<file path="config.mk">
export PLATFORM = sky130hd
export DESIGN_NAME = systolic_psum_drain
export DESIGN_NICKNAME = d
export VERILOG_FILES = /design/src/rtl/systolic_pkg.sv /design/src/rtl/systolic_psum_drain_sync_fifo.sv /design/src/rtl/systolic_psum_drain.sv
export SDC_FILE = /design/constraint.sdc
export NUM_CORES = 1
export LEC_CHECK = 0
export CAP_MARGIN = 0
export CELL_PAD_IN_SITES_DETAIL_PLACEMENT = 0
export CELL_PAD_IN_SITES_GLOBAL_PLACEMENT = 1
export CORE_AREA = 2 2 247 249
export DETAILED_ROUTE_END_ITERATION = 10
export DIE_AREA = 0 0 249 251
export PLACE_DENSITY_LB_ADDON = 0.1
export SETUP_SLACK_MARGIN = 0.2
export SLEW_MARGIN = 5
export SYNTH_ARGS = -nofsm -noshare
export SYNTH_HDL_FRONTEND = slang
export SYNTH_SLANG_ARGS = --single-unit
</file>
<file path="constraint.sdc">
create_clock -name clk -period 35.8 [get_ports clk]
set_clock_uncertainty 0.15 [all_clocks]
set_input_delay 8.95 -clock clk [delete_from_list [all_inputs] [get_ports clk]]
set_output_delay 8.95 -clock clk [all_outputs]
set_load 0.01 [all_outputs]
</file>
<file path="src/rtl/systolic_pkg.sv">
// -----------------------------------------------------------------------------
// systolic_pkg
// Shared defaults for the systolic-array partial-sum drain path.
//   SYS_DATA_WIDTH : default width of one column partial sum
//   SYS_COLS       : default number of array columns
//   ROW_WIDTH      : packed width of one aligned row at the defaults
//   psum_t         : one column partial sum at the default width
// -----------------------------------------------------------------------------
package systolic_pkg;

  localparam int SYS_DATA_WIDTH = 32;
  localparam int SYS_COLS       = 4;
  localparam int ROW_WIDTH      = SYS_COLS * SYS_DATA_WIDTH;

  typedef logic [SYS_DATA_WIDTH-1:0] psum_t;

endpackage

</file>
<file path="src/rtl/systolic_psum_drain_sync_fifo.sv">
// -----------------------------------------------------------------------------
// sync_fifo
// Single-clock FIFO holding aligned rows for the psum drain.
//   clk, reset  : clock, asynchronous active-high reset (clears pointers+storage)
//   wr_en_i     : write request; accepted when not full, or when full and a
//                 read happens in the same cycle
//   wr_data_i   : row to write
//   rd_en_i     : pop the head row (ignored when empty)
//   rd_data_o   : head row, forced to 0 while empty
//   full_o      : DEPTH rows held
//   empty_o     : no rows held
// DEPTH must be a power of two, at least 2.
// -----------------------------------------------------------------------------
module sync_fifo #(
  parameter int WIDTH = 32,
  parameter int DEPTH = 4
) (
  input  logic             clk,
  input  logic             reset,
  input  logic             wr_en_i,
  input  logic [WIDTH-1:0] wr_data_i,
  input  logic             rd_en_i,
  output logic [WIDTH-1:0] rd_data_o,
  output logic             full_o,
  output logic             empty_o
);

  localparam int AW = $clog2(DEPTH);

  // Pointers carry one extra wrap bit so full and empty are distinguishable.
  logic [AW:0]      wr_ptr_q;
  logic [AW:0]      rd_ptr_q;
  logic [WIDTH-1:0] mem_q [DEPTH];
  logic             do_wr;
  logic             do_rd;

  assign empty_o = (wr_ptr_q == rd_ptr_q);
  assign full_o  = (wr_ptr_q[AW] != rd_ptr_q[AW]) &&
                   (wr_ptr_q[AW-1:0] == rd_ptr_q[AW-1:0]);

  assign do_rd = rd_en_i && !empty_o;
  // When full, the write slot is the head slot being popped this cycle.
  assign do_wr = wr_en_i && (!full_o || do_rd);

  always_ff @(posedge clk or posedge reset) begin
    if (reset) begin
      wr_ptr_q <= '0;
      rd_ptr_q <= '0;
      for (int k = 0; k < DEPTH; k++) mem_q[k] <= '0;
    end else begin
      if (do_wr) begin
        mem_q[wr_ptr_q[AW-1:0]] <= wr_data_i;
        wr_ptr_q                <= wr_ptr_q + 1'b1;
      end
      if (do_rd) rd_ptr_q <= rd_ptr_q + 1'b1;
    end
  end

  assign rd_data_o = empty_o ? '0 : mem_q[rd_ptr_q[AW-1:0]];

endmodule

</file>
<file path="src/rtl/systolic_psum_drain.sv">
// -----------------------------------------------------------------------------
// systolic_psum_drain
// Collects skewed bottom-row partial sums from a systolic array, de-skews them
// into aligned rows, buffers the rows in a FIFO and drains them over a
// valid/ready interface. Never stalls the array: a row arriving at a full FIFO
// with no pop is dropped and the sticky overflow flag set.
//   clk, reset    : clock, asynchronous active-high reset
//   psum_in       : column j at [j*DATA_WIDTH +: DATA_WIDTH], column j of a row
//                   arrives j cycles after psum_valid
//   psum_valid    : column 0 of psum_in is valid this cycle
//   out_data      : head aligned row (0 when empty)
//   out_valid     : out_data holds a row
//   out_ready     : downstream accepts the head row
//   overflow      : sticky, a row was dropped; cleared by reset only
//   rows_drained  : count of accepted rows, wraps modulo 2^16
// Build option: define PSUM_DRAIN_RELU_EN to clamp negative (signed) column
// values to 0 as rows enter the FIFO; latency is unaffected.
// -----------------------------------------------------------------------------
module systolic_psum_drain
  import systolic_pkg::*;
#(
  parameter int DATA_WIDTH = SYS_DATA_WIDTH,
  parameter int COLS       = SYS_COLS,
  parameter int FIFO_DEPTH = 4
) (
  input  logic                       clk,
  input  logic                       reset,
  input  logic [COLS*DATA_WIDTH-1:0] psum_in,
  input  logic                       psum_valid,
  output logic [COLS*DATA_WIDTH-1:0] out_data,
  output logic                       out_valid,
  input  logic                       out_ready,
  output logic                       overflow,
  output logic [15:0]                rows_drained
);

  localparam int RW = COLS * DATA_WIDTH;

  logic [RW-1:0] aligned_row;
  logic          aligned_vld;
  logic [RW-1:0] wr_row;
  logic          fifo_full;
  logic          fifo_empty;
  logic          pop;
  logic          overflow_q;
  logic [15:0]   rows_q;

  // De-skew: column j waits COLS-1-j cycles so every column of a row lines up
  // with the last column, which needs no delay.
  for (genvar j = 0; j < COLS; j++) begin : g_col
    localparam int D = COLS - 1 - j;
    if (D == 0) begin : g_direct
      assign aligned_row[j*DATA_WIDTH +: DATA_WIDTH] = psum_in[j*DATA_WIDTH +: DATA_WIDTH];
    end else begin : g_dly
      logic [DATA_WIDTH-1:0] dly_q [D];
      always_ff @(posedge clk or posedge reset) begin
        if (reset) begin
          for (int k = 0; k < D; k++) dly_q[k] <= '0;
        end else begin
          dly_q[0] <= psum_in[j*DATA_WIDTH +: DATA_WIDTH];
          for (int k = 1; k < D; k++) dly_q[k] <= dly_q[k-1];
        end
      end
      assign aligned_row[j*DATA_WIDTH +: DATA_WIDTH] = dly_q[D-1];
    end
  end

  // Row valid follows column 0 through the full COLS-1 stage delay.
  if (COLS == 1) begin : g_vld_direct
    assign aligned_vld = psum_valid;
  end else begin : g_vld_dly
    logic [COLS-2:0] vld_q;
    always_ff @(posedge clk or posedge reset) begin
      if (reset) begin
        vld_q <= '0;
      end else begin
        vld_q[0] <= psum_valid;
        for (int k = 1; k < COLS - 1; k++) vld_q[k] <= vld_q[k-1];
      end
    end
    assign aligned_vld = vld_q[COLS-2];
  end

`ifdef PSUM_DRAIN_RELU_EN
  function automatic logic [RW-1:0] relu_row(input logic [RW-1:0] row);
    logic [RW-1:0]                r;
    logic signed [DATA_WIDTH-1:0] v;
    r = row;
    for (int c = 0; c < COLS; c++) begin
      v = row[c*DATA_WIDTH +: DATA_WIDTH];
      if (v < 0) r[c*DATA_WIDTH +: DATA_WIDTH] = '0;
    end
    return r;
  endfunction

  assign wr_row = relu_row(aligned_row);
`else
  assign wr_row = aligned_row;
`endif

  // FIFO write on the edge that ends the aligned cycle; no bypass to output.
  sync_fifo #(
    .WIDTH (RW),
    .DEPTH (FIFO_DEPTH)
  ) u_fifo (
    .clk       (clk),
    .reset     (reset),
    .wr_en_i   (aligned_vld),
    .wr_data_i (wr_row),
    .rd_en_i   (pop),
    .rd_data_o (out_data),
    .full_o    (fifo_full),
    .empty_o   (fifo_empty)
  );

  assign out_valid = !fifo_empty;
  assign pop       = out_valid && out_ready;

  always_ff @(posedge clk or posedge reset) begin
    if (reset) begin
      overflow_q <= 1'b0;
      rows_q     <= '0;
    end else begin
      // A pop in the same cycle frees the slot, so only an unserved full drops.
      if (aligned_vld && fifo_full && !pop) overflow_q <= 1'b1;
      if (pop) rows_q <= rows_q + 16'd1;
    end
  end

  assign overflow     = overflow_q;
  assign rows_drained = rows_q;

endmodule

</file>
==> impl_metrics.env <==
export IMPL_clockRootBuffer="clkbuf_16"
export IMPL_drv_cap=0
export IMPL_num_vias=15060
export IMPL_p_sw_frac=0.3059
export IMPL_clkTransAtPathRegs_ps=60
export IMPL_place_inst=2655
export IMPL_cts_hold_buf=0
export IMPL_period_share=0.3708
export IMPL_drt_iter0_markers=713
export IMPL_synth_ff_type="dfrtp_1"
export IMPL_path_buf_inv=3
export IMPL_synth_cell_types=29
export IMPL_syn_nets=1815
export IMPL_drt_first_pass_iters=4
export IMPL_drive_gt1_frac=0.1785
export IMPL_synth_cells=1677
export IMPL_power_internal_mw=2.513
export IMPL_cts_sinks=730
export IMPL_p_leak_nw=14.71
export IMPL_min_period_ps=13270
export IMPL_start_util=0.4871
export IMPL_finalHoldViolCount=0
export IMPL_drc=0
export IMPL_synthTopCellsByArea="dfrtp_1 63%, mux2_1 17%, mux4_2 9.9%, mux2_2 2.9%, and2_1 2.7%"
export IMPL_worstMarginPinSlew_ps=1003
export IMPL_grt_pass1_vias=16873
export IMPL_hpwl_mm=35.05
export IMPL_area_delta_synth_final_pct=19.98
export IMPL_crit_fanout=54
export IMPL_cts_buffers=79
export IMPL_synth_edff_count=0
export IMPL_clock_fmax_ghz=0.07534
export IMPL_routabilityCongestion=0.7379
export IMPL_die_x_um=249
export IMPL_finish_utilization=0.5844
export IMPL_placed_area_um2=32260
export IMPL_cts_resized=0
export IMPL_ant_nets=0
export IMPL_setup_tns_ps=0
export IMPL_drv_slew=0
export IMPL_synthTopCellsByCount="730 x dfrtp_1, 439 x mux2_1, 128 x and2_1, 128 x mux4_2, 75 x mux2_2"
export IMPL_post_cts_buffers=0
export IMPL_core_um2=59790
export IMPL_finalInstanceArea_um2=34940
export IMPL_avgViaCountPerCell=5.379
export IMPL_rsz0062_at_grt="no"
export IMPL_rows=90
export IMPL_endpoint_kind="primary output"
export IMPL_power_density_nw_per_um2=103.6
export IMPL_track_usage=0.1991
export IMPL_io_buffers=277
export IMPL_syn_area_per_cell_um2=17.37
export IMPL_die_area_um2=62500
export IMPL_ys_seq_elements=730
export IMPL_synth_seq_area_share=0.6272
export IMPL_max_slew_margin=0.3311
export IMPL_worst_hold_path_num_cells=0
export IMPL_met1_length_mm=26.90
export IMPL_clk_latency_ps=610
export IMPL_worstPathArrival_ps=4170
export IMPL_highest_layer="met5"
export IMPL_critPathKind="flop to primary output"
export IMPL_status="complete, no violations"
export IMPL_yosysMostFrequentCell="dfrtp_1"
export IMPL_yosys_area_top_type="dfrtp_1"
export IMPL_wirelength_mm=59.87
export IMPL_combPwrFrac=0.409
export IMPL_synthArstFlopShare=1.000
export IMPL_wl_met2_mm=29.48
export IMPL_pwr_share_clk=0.228
export IMPL_synth_area_um2=29130
export IMPL_crit_top_cell="buf_4"
export IMPL_critPathLaunchType="flop"
export IMPL_finalNonFillerCells=2800
export IMPL_path_cells="buf_4 -> buf_4 -> mux4_2 -> and2_1 -> clkdlybuf4s50_1"
export IMPL_die_h_um=251
export IMPL_r2r_cells=5
export IMPL_grt_max_degree=144
export IMPL_peakVddDrop_uv=73.85
export IMPL_cts_tree="built"
export IMPL_ios=278
export IMPL_seqPwrFrac=0.363
export IMPL_grt_pass1_wl_mm=96.59
export IMPL_overflow=0
export IMPL_antenna_found_initial=3
export IMPL_routedWlPerCell_um=21.38
export IMPL_p_sw_mw=1.108
export IMPL_cts_buffer_depth=3
export IMPL_yosys_warnings=0
export IMPL_critPathTopFamily="buffers and inverters"
export IMPL_max_stage_delay_ps=830
export IMPL_met3WireLength_mm=2.482
export IMPL_cp_required_ps=26700
export IMPL_hold_path_class="flop to flop"
export IMPL_setup_viol=0
export IMPL_final_nets=2092
export IMPL_cts_htree_levels=3
export IMPL_crit_cells=5
export IMPL_slowest_stage="buf_4"
export IMPL_yosysTopAreaCellShare=0.6272
-- power by group through the flow --
stage                     logic, mW  registers [mW]  clock network [mW]
after floorplan               0.952            1.27                   0
after global placement         1.49            1.31                   0
after detailed placement       1.51            1.33                   0
after CTS                      1.52            1.32               0.850
after global routing           1.60            1.36               0.889
final                          1.48            1.32               0.826
-- worst reg2reg max path: stages, from the launching register on --
cell and delay [ps]:
dfrtp_4 810, xor2_1 270, o41a_4 650, nand2_8 630
buf_4 880, mux2_2 450
-- per-stage QoR --
stage	setup WS [ps]	hold slack [ps]	total power, mW
4_1_cts	22410	194.8	3.685
6_report	22530	192.6	3.621
3_5_place_dp	22830	184.7	2.840
2_1_floorplan	6219	181.2	2.218
3_3_place_gp	22930	181.9	2.801
5_1_grt	22340	198.6	3.844
-- cells in the final DEF, fill, tap and decap left out, types with 2 or more instances in the layout --
cell	instances
and2_1	128
buf_4	20
bufinv_16	6
clkbuf_1	18
clkbuf_16	82
clkbuf_8	17
clkdlybuf4s50_1	277
clkinv_2	10
clkinv_4	2
clkinvlp_4	6
dfrtp_1	728
dfrtp_4	2
ha_1	6
inv_1	2
inv_6	2
mux2_1	439
mux2_2	75
mux4_2	128
nand2_1	6
nand2_8	4
nand3_1	9
nand4_1	3
nor2_1	5
nor3_1	4
nor4_1	6
xnor2_1	7
xor2_1	16
-- registers in the layout, indices dropped and copies added (netlist names) --
| register | count |
|---|---|
| u_fifo.mem_q | 512 |
| g_col.g_dly.dly_q | 128 |
| aligned_row | 64 |
| rows_drained | 16 |
| g_vld_dly.vld_q | 3 |
| u_fifo.rd_ptr_q | 3 |
| u_fifo.wr_ptr_q | 3 |
| overflow | 1 |
-- final timing paths --
check | from | end | slack [ps]
worst max-delay path | u_fifo.rd_ptr_q[1] | out_data[46] | 22530
worst min-delay path | g_col[1].g_dly.dly_q[51] | aligned_row[51] | 190
worst max register to register | u_fifo.rd_ptr_q[1] | u_fifo.mem_q[378] | 31850
worst min register to register | g_col[1].g_dly.dly_q[51] | aligned_row[51] | 190
max in group asynchronous | reset | u_fifo.mem_q[325] | 23700
min in group asynchronous | reset | g_col[1].g_dly.dly_q[35] | 8760
-- metal layers --
| layer | up-vias | track usage |
|---|---|---|
| met4 | 4 | 0.05506 |
| met1 | 8098 | 0.2758 |
| met3 | 78 | 0.03634 |
| met5 | - | 0 |
| met2 | 280 | 0.3264 |
| li1 | 6600 | - |
-- logic make-up (layout without fill, tap and decap cells) --
kind of cell / count (synthesis) / in the layout / synth area share
AO/OA/AOI/OAI: 4 / 4 / 0.001632
XOR/XNOR: 23 / 23 / 0.006916
adder cells (fa/ha/maj): 6 / 6 / 0.002577
buffers and inverters: 104 / 444 / 0.02925
flip-flops: 730 / 730 / 0.6272
multiplexers: 642 / 642 / 0.2977
other: 0 / 1 / 0
AND/OR/NAND/NOR: 168 / 168 / 0.03475
-- area by class of cell --
type	instances	area [um^2]
Fill cell	4569	24850
Sequential cell	730	18280
Multi-Input combinational cell	843	10070
Timing Repair Buffer	297	2923
Clock buffer	117	2354
Tap cell	782	978.4
Clock inverter	27	326.6
Inverter	3	18.77
Antenna cell	1	2.502
No activity file was read; power rests on OpenSTA's default activity.
